===== config.mk =====
export PLATFORM = sky130hd
export DESIGN_NAME = midi_floppy_ctrl
export DESIGN_NICKNAME = d
export VERILOG_FILES = /design/src/rtl/midi_floppy_pkg.sv /design/src/rtl/midi_uart_rx.sv /design/src/rtl/midi_floppy_ctrl.sv
export SDC_FILE = /design/constraint.sdc
export NUM_CORES = 1
export LEC_CHECK = 0
export ABC_AREA = 1
export BUFFER_PORTS_ARGS = -buffer_cell sky130_fd_sc_hd__buf_4
export CORE_MARGIN = 5
export CORE_UTILIZATION = 50
export CTS_CLUSTER_DIAMETER = 120
export CTS_CLUSTER_SIZE = 40
export DETAILED_ROUTE_END_ITERATION = 7
export GPL_TIMING_DRIVEN = 0
export HOLD_SLACK_MARGIN = 0.15
export MAX_ROUTING_LAYER = met4
export PLACE_DENSITY = 0.67
export SLEW_MARGIN = 5
export SYNTH_ARGS = -nofsm -noshare
export SYNTH_HDL_FRONTEND = slang
export SYNTH_HIERARCHICAL = 1
export SYNTH_SLANG_ARGS = --single-unit

===== constraint.sdc =====
create_clock -name clk -period 2.25 [get_ports clk]
set_clock_uncertainty 0.05 [all_clocks]
set_input_delay 0.45 -clock clk [delete_from_list [all_inputs] [get_ports clk]]
set_output_delay 0.45 -clock clk [all_outputs]
set_load 0.01 [all_outputs]

===== src/rtl/midi_floppy_pkg.sv =====
// midi_floppy_pkg: MIDI message constants and the note half-period table generator
package midi_floppy_pkg;
   localparam logic [3:0] NOTE_OFF = 4'h8;
   localparam logic [3:0] NOTE_ON = 4'h9;
   localparam logic [3:0] CC = 4'hB;
   localparam logic [6:0] CC_SOUND_OFF = 7'd120;
   localparam logic [6:0] CC_NOTES_OFF = 7'd123;
   // Half-period in clk cycles of MIDI note k (octave -1, C..B), rounded to nearest
   function automatic int base_period(input int clk_rate, input int k);
      real r;
      case (k)
         0: r = 1.0;
         1: r = 1.0594630943592953;
         2: r = 1.122462048309373;
         3: r = 1.189207115002721;
         4: r = 1.2599210498948732;
         5: r = 1.3348398541700344;
         6: r = 1.4142135623730951;
         7: r = 1.4983070768766815;
         8: r = 1.5874010519681994;
         9: r = 1.681792830507429;
         10: r = 1.7817974362806785;
         default: r = 1.8877486253633868;
      endcase
      return $rtoi($itor(clk_rate) / (2.0 * 8.175799 * r) + 0.5);
   endfunction
endpackage


===== src/rtl/midi_uart_rx.sv =====
// midi_uart_rx: 8N1 serial receiver with glitch-rejecting start check and mid-bit sampling
module midi_uart_rx #(
   parameter int CLK_RATE = 50000000,
   parameter int BAUD = 31250
) (
   input logic clk,
   input logic rst,
   input logic rx,
   output logic byte_valid,
   output logic [7:0] data,
   output logic rx_err
);
   localparam int BIT = CLK_RATE / BAUD;
   localparam int CW = $clog2(BIT + 1);
   localparam logic [CW-1:0] BIT_END = CW'(BIT - 1);
   localparam logic [CW-1:0] HALF_END = CW'(BIT / 2 - 1);
   localparam logic [1:0] IDLE = 2'd0, START = 2'd1, DATA = 2'd2, STOP = 2'd3;
   logic [1:0] state;
   logic [2:0] sync;
   logic [CW-1:0] cnt;
   logic [2:0] bit_i;
   logic rx_s, fall;
   assign rx_s = sync[1];
   assign fall = sync[2] & ~sync[1];
   // Synchronise the pin, then walk start/data/stop sampling each bit at its centre
   always_ff @(posedge clk) begin
      if (rst) begin
         state <= IDLE;
         sync <= 3'b111;
         cnt <= '0;
         bit_i <= '0;
         data <= '0;
         byte_valid <= 1'b0;
         rx_err <= 1'b0;
      end else begin
         sync <= {sync[1:0], rx};
         byte_valid <= 1'b0;
         rx_err <= 1'b0;
         cnt <= cnt + 1'b1;
         case (state)
            IDLE: begin
               cnt <= '0;
               if (fall) state <= START;
            end
            START: if (cnt == HALF_END) begin
               cnt <= '0;
               bit_i <= '0;
               state <= rx_s ? IDLE : DATA;
            end
            DATA: if (cnt == BIT_END) begin
               cnt <= '0;
               data <= {rx_s, data[7:1]};
               bit_i <= bit_i + 1'b1;
               if (bit_i == 3'd7) state <= STOP;
            end
            default: if (cnt == BIT_END) begin
               state <= IDLE;
               byte_valid <= rx_s;
               rx_err <= ~rx_s;
            end
         endcase
      end
   end
endmodule


===== src/rtl/midi_floppy_ctrl.sv =====
// midi_floppy_ctrl: MIDI note decoder driving per-floppy enable and half-period setpoints
module midi_floppy_ctrl import midi_floppy_pkg::*; #(
   parameter int CLK_RATE = 50000000,
   parameter int BAUD = 31250,
   parameter int NUM_DRIVES = 6,
   parameter int SP_W = 22
) (
   input logic clk,
   input logic rst,
   input logic midi_rx,
   output logic [NUM_DRIVES*SP_W-1:0] floppy_sp,
   output logic [NUM_DRIVES-1:0] floppy_en,
   output logic rx_err,
   output logic activity
);
   logic byte_valid;
   logic [7:0] rx_data;
   logic [SP_W-1:0] base_tab [12];
   logic [7:0] status;
   logic cnt;
   logic [6:0] d1;
   logic busy;
   logic [3:0] calc_ch, oct;
   logic [6:0] rem, calc_note;
   logic [6:0] cur_note [NUM_DRIVES];
   logic [3:0] typ, ch;
   logic one_byte, act, note_on, note_off, all_off;
   midi_uart_rx #(.CLK_RATE(CLK_RATE), .BAUD(BAUD)) u_rx (
      .clk(clk),
      .rst(rst),
      .rx(midi_rx),
      .byte_valid(byte_valid),
      .data(rx_data),
      .rx_err(rx_err)
   );
   assign activity = byte_valid;
   for (genvar k = 0; k < 12; k++) begin : g_base
      assign base_tab[k] = SP_W'(base_period(CLK_RATE, k));
   end
   assign typ = status[3+4:4];
   assign ch = status[3:0];
   assign one_byte = typ == 4'hC || typ == 4'hD;
   assign act = byte_valid & ~rx_data[7] & status[7] & cnt & ({1'b0, ch} < 5'(NUM_DRIVES));
   assign note_on = typ == NOTE_ON && rx_data[6:0] != 7'd0;
   assign note_off = typ == NOTE_OFF || typ == NOTE_ON;
   assign all_off = typ == CC && (d1 == CC_SOUND_OFF || d1 == CC_NOTES_OFF);
   // Parse bytes with running status, then reduce the note to octave/semitone one step per cycle
   always_ff @(posedge clk) begin
      if (rst) begin
         status <= '0;
         cnt <= 1'b0;
         d1 <= '0;
         busy <= 1'b0;
         calc_ch <= '0;
         oct <= '0;
         rem <= '0;
         calc_note <= '0;
         floppy_sp <= '0;
         floppy_en <= '0;
         for (int i = 0; i < NUM_DRIVES; i++) cur_note[i] <= '0;
      end else begin
         if (byte_valid && rx_data[7] && rx_data[7:3] != 5'b11111) begin
            status <= rx_data[7:4] == 4'hF ? 8'h00 : rx_data;
            cnt <= 1'b0;
         end else if (byte_valid && !rx_data[7] && status[7]) begin
            if (!cnt) d1 <= rx_data[6:0];
            cnt <= !cnt && !one_byte;
         end
         if (act && note_on) begin
            busy <= 1'b1;
            calc_ch <= ch;
            calc_note <= d1;
            rem <= d1;
            oct <= '0;
         end else if (busy) begin
            busy <= rem >= 7'd12;
            rem <= rem >= 7'd12 ? rem - 7'd12 : rem;
            oct <= rem >= 7'd12 ? oct + 4'd1 : oct;
         end
         for (int i = 0; i < NUM_DRIVES; i++) begin
            if (busy && rem < 7'd12 && calc_ch == 4'(i)) begin
               floppy_sp[i*SP_W +: SP_W] <= base_tab[rem[3:0]] >> oct;
               floppy_en[i] <= 1'b1;
               cur_note[i] <= calc_note;
            end
            if (act && ch == 4'(i) && !note_on && ((note_off && d1 == cur_note[i]) || all_off))
               floppy_en[i] <= 1'b0;
         end
      end
   end
endmodule


# Word level (Yosys, flattened, before mapping)
# Memory sizes are Yosys's and may differ from the RTL's.
# Index checks and enable logic that the tools add are counted.
[word_totals]
inputBits = 3
latch_bits = 0
romBits = 352
memories = 2
regBits = 206
ram_bits = 42
[memory_table]
columns = ["name", "depth", "word_bits", "read_ports", "rd_ports_with_merged_regs", "wr", "line", "source"]
rows = [
  ["(name not given)", 16, 22, 1, 0, 0, "midi_floppy_ctrl.sv:82", "floppy_sp[i*SP_W +: SP_W] <= base_tab[rem[3:0]] >> oct;"],
  ["cur_note", 6, 7, 6, 0, 6, "midi_floppy_ctrl.sv:25", "logic [6:0] cur_note [NUM_DRIVES];"],
]
[classes]
muxes = 47
n_shift = 1
n_addsub = 4
n_div = 0
n_bitwise = 17
n_lt_le_gt_ge = 4
n_reduce_logical = 75
n_mul = 0
eq_ne = 34
[op_table]
columns = ["operator", "count"]
rows = [
  ["7-bit two-way mux", 9],
  ["22-bit two-way mux", 2],
  ["7-bit == test", 6],
  ["1-bit logical AND", 39],
  ["11-bit case mux with 3 select lines", 1],
  ["4-bit == test, second input constant", 6],
  ["1-bit two-way mux", 22],
  ["11-bit two-way mux", 2],
  ["22-bit by 4-bit >> shifter with 22-bit output", 1],
  ["4-bit by 2-bit == test with 1-bit output, second input constant", 4],
  ["4-bit by 3-bit == test with 1-bit output, second input constant", 4],
  ["2-bit OR reduction", 8],
  ["7-bit == test, second input constant", 2],
  ["2-bit two-way mux", 6],
  ["11-bit by 1-bit adder with 11-bit output, second input constant", 1],
  ["11-bit by 10-bit == test with 1-bit output, second input constant", 1],
  ["11-bit == test, second input constant", 1],
  ["1-bit logical OR", 9],
  ["4-bit by 1-bit == test with 1-bit output, second input constant", 2],
  ["4-bit logical NOT", 2],
  ["8-bit two-way mux", 1],
  ["2-bit by 1-bit != test with 1-bit output, second input constant", 4],
  ["7-bit by 4-bit >= comparator with 1-bit output, second input constant", 1],
  ["7-bit by 4-bit less-than comparator with 1-bit output, second input constant", 1],
  ["other kinds (25)", 47],
]

# Longest topological paths before layout
[depth]
ltp_word = 9
depth_mapped = 13
mapped_depth_nobuf = 13

# Cells and area by module
# The synthesis kept the hierarchy.
[modules_own_cells]
columns = ["mod", "n_inst", "area_each_um2", "seq_area_each_um2", "cells_per_inst"]
rows = [
  ["midi_floppy_ctrl", 1, 9826.9, 4804.6, 1265],
  ["midi_uart_rx", 1, 1321.3, 580.6, 176],
]

# Worst setup path before layout
# No wires, ideal clock.
[synth_path]
kind = "reg-to-reg"
startpoint = "reg rem[0]"
endpoint = "reg floppy_sp[117]"
synth_period_minus_slack_ns = 2.036
setup_slack_ns = 0.214
setup_ns = 0.114
n_path_buf = 1
path_stages_with_launch = 12
t_arrival_ns = 1.872
cell_sequence = "dfxtp_1 -> inv_1 -> ha_1 -> nand3_1 -> buf_2 -> nand3_2 -> nand2_1 -> nand3_1 -> nand3_1 -> nand3_1 -> nand3_1 -> nand2_1"
[synth_between]
elab_chain_cells = 5
elab_cells_between_ends = 8
classes_between = "order compare: 1; shift: 1; mux: 2; bitwise: 1; reduce/logical: 2; memory: 1"
[synth_lines]
columns = ["element", "line", "source"]
rows = [
  ["start, declared", "midi_floppy_ctrl.sv:24", "logic [6:0] rem, calc_note;"],
  ["start signal, assigned", "midi_floppy_ctrl.sv:77", "rem <= rem >= 7'd12 ? rem - 7'd12 : rem;"],
  ["4-bit NOT with 5-bit output (implied by the code)", "midi_floppy_ctrl.sv:82", ""],
  ["memory read 16 x 22 bit", "-", ""],
  ["22-bit two-way mux (implied by the code) (2 in series)", "midi_floppy_ctrl.sv:82", ""],
  ["22-bit by 4-bit >> shifter with 22-bit output", "midi_floppy_ctrl.sv:82", ""],
  ["end signal, assigned by index", "midi_floppy_ctrl.sv:82", ""],
  ["end, declared", "midi_floppy_ctrl.sv:11", "output logic [NUM_DRIVES*SP_W-1:0] floppy_sp,"],
]
# Parallel ways exist; a longest one is shown, timed or not. The select of a mux whose other input is x is not followed.
# A chain may end at the register's enable or synchronous reset.

# Worst setup path in the final report
[layout_path]
startpoint = "reg rem[0]"
endpoint = "reg floppy_sp[74]"
[layout_between]
elab_chain_cells = 5
elab_cells_between_ends = 8
classes_between = "order compare: 1; shift: 1; mux: 2; bitwise: 1; reduce/logical: 2; memory: 1"
[layout_lines]
columns = ["element", "line"]
rows = [
  ["4-bit NOT with 5-bit output (implied by the code)", "midi_floppy_ctrl.sv:82"],
  ["memory read 16 x 22 bit", "-"],
  ["22-bit two-way mux (2 in series)", "-"],
  ["22-bit by 4-bit >> shifter with 22-bit output", "-"],
]
# Parallel ways exist; a longest one is shown, timed or not. The select of a mux whose other input is x is not followed.

==> flow_metrics.tcl <==
set metrics [dict create \
    flow.area_growth_from_synthesis_pct 19.8 \
    via_count 10300 \
    maximum_number_of_pins_on_one_net_before_global_route_repair 42 \
    timing.critical_path.max_delay_family "simple AND/OR/NAND/NOR gates" \
    clock-root-buffer "sky130_fd_sc_hd__clkbuf_16" \
    cts_max_path_buffers 3 \
    synth.area.mux_share_pct 0.0898 \
    coreArea_mm2 0.0219 \
    cts-buffers-inserted 10 \
    synth_warnings 6 \
    syn_nets 1461 \
    mappedNetlistArea_mm2 0.0111 \
    design.die.area_mm2 0.0254 \
    synth_area_per_cell_um2 7.74 \
    cell_internal_pwr_uw 5580 \
    yosys_most_used_dff "sky130_fd_sc_hd__dfxtp_1" \
    timing.setup.critical_path_class "reg -> reg" \
    detailedRoute.firstPassIterationCount 5 \
    cellPowerDensity_mw_per_mm2 544 \
    regToRegSetupSlack_ps 80 \
    cts.htree.levels 1 \
    detail_route.iter0.violations 809 \
    grt_first_pass_wirelength_mm 54.9 \
    chipHeight_um 159 \
    worstPathBufferInverterCount 1 \
    post_synth_and_or_nand_nor_area_fraction_pct 33.8 \
    max_freq_mhz 460 \
    slew-limit-headroom_pct 55.1 \
    syn_inst 1441 \
    grt_overflow_total 0 \
    fin_hold_ws_ps 298 \
    final.setup.worst_slack_ps 75.3 \
    max_cap_viol_count 0 \
    layout-drive-gt1-share_pct 21.0 \
    placedInstanceArea_mm2 0.0126 \
    p_clk_share_pct 32.6 \
    design_area_mm2 0.0134 \
    grt_util_all_layers_pct 27.0 \
    min_from "rst" \
    count_of_final_setup_violators 0 \
    timing.final.max_slew_violations 0 \
    p_sw_uw 1680 \
    num-fill-cells 2085 \
    report.power.total_uw 7260 \
    synthXorXnorAreaFrac_pct 3.22 \
    grt_setup_unrepaired "yes" \
    combinational_family_with_the_most_area_after_synthesis "simple AND/OR/NAND/NOR gates" \
    synth-edff-count 42 \
    timing.setup.tns_ps 0 \
    worstSkewPairLatency_ps 500 \
    drt-vias-per-instance 5.48 \
    worst_hold_path.num_cells 4 \
    asyncSetResetFlopFracSynth_pct 0 \
    path_clk_slew_ps 130 \
    dpl.hpwl_mm 25.9 \
    route.final.wire_length_mm 34.6 \
    slowest_stage "sky130_fd_sc_hd__dfxtp_4" \
    drtAntennaViolNets 0 \
    critPathLaunch "rem[0]$_SDFFE_PP0P_" \
    tightestPinTransition_ps 673 \
    finalWeightedCongestion 0.915 \
    ir_worst_vdd_uv 435 \
    power.share.switching_pct 23.2 \
    synth_compound_area_share_pct 6.17 \
    n_antenna_cell 0 \
    portBuffers 142 \
    holdPathEnd "floppy_sp[68]$_SDFFE_PP0P_" \
    timing.hold.worst.class "in -> reg" \
    post_synth_num_cell_types 42 \
    leakagePower_uw 0.00614 \
    worst_ep_required_time_ps 2570 \
    placement.setup.worst_slack_ps -373 \
    fp-row-count 54 \
    cp.arrival_ps 2490 \
    routedWlPerCell_um 18.3 \
    synth-seq-cells 248 \
    synth_fa_ha_area_share_pct 1.91 \
    drc_violations 0 \
    pwr-share-comb_pct 4.6 \
    r2r.worst_path.cells 11 \
    ys_seq_area_share_pct 48.3 \
    start_util_pct 50.9 \
    io-pin-count 143 \
    fin_crit_ps 2170 \
    sequentialPowerShare_pct 62.9 \
    status "finished clean" \
    clock_tree_from_tritoncts "yes" \
    numClockSinks 248 \
    die_x_um 159 \
    endpoint_of_the_lowest_slack_register_to_register_path "floppy_sp[74]$_SDFFE_PP0P_" \
    reg2reg_from "rem[0]$_SDFFE_PP0P_" \
    crit_path_end_kind "flop" \
    timing.final.hold_violations 0 \
    antenna_found_initial 0 \
    grt_pass1_vias 9999 \
    min_period_over_period_pct 96.7 \
    crit_path_cell_trace "clkinvlp_4 -> ha_4 -> nand2_1 -> nand2_1 -> nand2_1 -> nand3_1 -> nand3_1 -> nand3_1 -> nand3_2 -> nand3_1 -> nand2_1" \
    design.final.nets 1626 \
    startpoint_type "flop" \
    timing.critical_path.fanout_max 6 \
    max_stage_delay_ps 410 \
]
Yosys cell counts (5+ instances only):
| cell | count | area share (%) |
|---|---|---|
| sky130_fd_sc_hd__xor2_1 | 16 | 1.3 |
| sky130_fd_sc_hd__nand4_1 | 28 | 1.6 |
| sky130_fd_sc_hd__nand3_1 | 226 | 10 |
| sky130_fd_sc_hd__ha_1 | 17 | 1.9 |
| sky130_fd_sc_hd__nand2_2 | 8 | 0.45 |
| sky130_fd_sc_hd__nor3_1 | 10 | 0.45 |
| sky130_fd_sc_hd__inv_2 | 14 | 0.47 |
| sky130_fd_sc_hd__edfxtp_1 | 42 | 11 |
| sky130_fd_sc_hd__xnor2_1 | 25 | 2.0 |
| sky130_fd_sc_hd__a21oi_1 | 27 | 1.2 |
| sky130_fd_sc_hd__clkbuf_1 | 11 | 0.37 |
| sky130_fd_sc_hd__o32ai_1 | 5 | 0.39 |
| sky130_fd_sc_hd__dfxtp_1 | 206 | 37 |
| sky130_fd_sc_hd__inv_1 | 88 | 3.0 |
| sky130_fd_sc_hd__o21ai_1 | 29 | 1.3 |
| sky130_fd_sc_hd__nor2_4 | 10 | 1.0 |
| sky130_fd_sc_hd__or2_2 | 7 | 0.39 |
| sky130_fd_sc_hd__buf_2 | 29 | 1.3 |
| sky130_fd_sc_hd__nand2_1 | 427 | 14 |
| sky130_fd_sc_hd__buf_1 | 9 | 0.30 |
| sky130_fd_sc_hd__buf_6 | 5 | 0.51 |
| sky130_fd_sc_hd__buf_4 | 8 | 0.54 |
| sky130_fd_sc_hd__o21ai_0 | 61 | 2.7 |
| sky130_fd_sc_hd__nand3_2 | 11 | 0.99 |
| sky130_fd_sc_hd__nor2_1 | 101 | 3.4 |
layout by cell type, fill, tap and decap left out, drive strengths merged, types with 5 or more instances in the layout:
master  Yosys  layout
xor2       16      16
clkbuf     11      26
edfxtp     42      42
o32ai       5       5
nand4      30      30
dfxtp     206     206
ha         17      17
xnor2      25      25
nor3       10      10
nor2      114     114
a21oi      27      27
inv       102     101
buf        51     201
nand2     437     437
o21ai      90      90
nand3     237     237
or2         7       7
sequential cells by signal (all words and copies together) (netlist names):
register,cells
busy,1
calc_note,7
u_rx/byte_valid,1
oct,4
u_rx/bit_i,3
floppy_en,6
u_rx/rx_err,1
rem,7
cur_note,42
status,8
u_rx/data,8
u_rx/cnt,11
cnt,1
calc_ch,4
u_rx/state,2
floppy_sp,132
u_rx/sync,3
d1,7
kinds of logic (layout without fill, tap and decap cells):
logic type,count (synthesis),after routing
compound gates,130,130
xor+xnor,41,41
fa+ha+maj,17,17
buf+inv,165,333
flops,248,248
mux,1,1
simple gates,839,839
per-layer routing:
metal  wire (µm)  up-vias  track usage (%)
met4         956        0             6.79
met3        1800       74             3.24
met5           0        -                -
met2       16900      326             45.4
met1       14900     4904             35.0
li1            -     5040                -
worst min-delay path: cells and delay by family:
| family | cells | cell delay, ps |
|---|---|---|
| simple gates | 3 | 200 |
| buf+inv | 1 | 140 |
final cells by class:
cell class | instances | area (µm²) | share of cell area [%]
multi-input combinational | 1028 | 5400 | 40.4
sequential | 248 | 5390 | 40.4
timing repair buffer | 153 | 1150 | 8.60
inverter | 103 | 394 | 2.95
tap | 280 | 350 | 2.62
buffer | 62 | 347 | 2.59
clock buffer | 13 | 283 | 2.12
clock inverter | 2 | 38.8 | 0.290
worst max path at each step:
stage,to,cells after the start
floorplan,floppy_sp[117]$_SDFFE_PP0P_,11
detailed placement,floppy_sp[79]$_SDFFE_PP0P_,11
finish,floppy_sp[74]$_SDFFE_PP0P_,11
global placement,floppy_sp[35]$_SDFFE_PP0P_,11
CTS,floppy_sp[16]$_SDFFE_PP0P_,10
global route,floppy_sp[74]$_SDFFE_PP0P_,11
power groups by stage:
stage	clock network [µW]	logic, µW	registers [µW]
after CTS	2400	329	4570
after global routing	2530	372	4570
after global placement	0	316	4670
after floorplan	0	243	4660
after detailed placement	0	326	4670
final	2360	331	4570
through the flow:
| stage | instances | utilization, % |
|---|---|---|
| 2_1_floorplan | 1441 | - |
| 3_3_place_gp | 1863 | 57.4 |
| 3_5_place_dp | 1863 | 57.4 |
| 4_1_cts | 1880 | 59.3 |
| 5_1_grt | 1889 | 61.0 |
| 6_report | 1889 | 61.0 |
what timing repair did:
action                                  in CTS  in global routing
pin swaps                                    0                  7
endpoints found under the hold margin        1                  0
buffers inserted                             1                  8
hold buffers                                 1                  0
resized for setup                           19                 86
endpoints found under the setup margin     116                129
cloned                                       0                  1
Power figures use the tool's default switching activity.
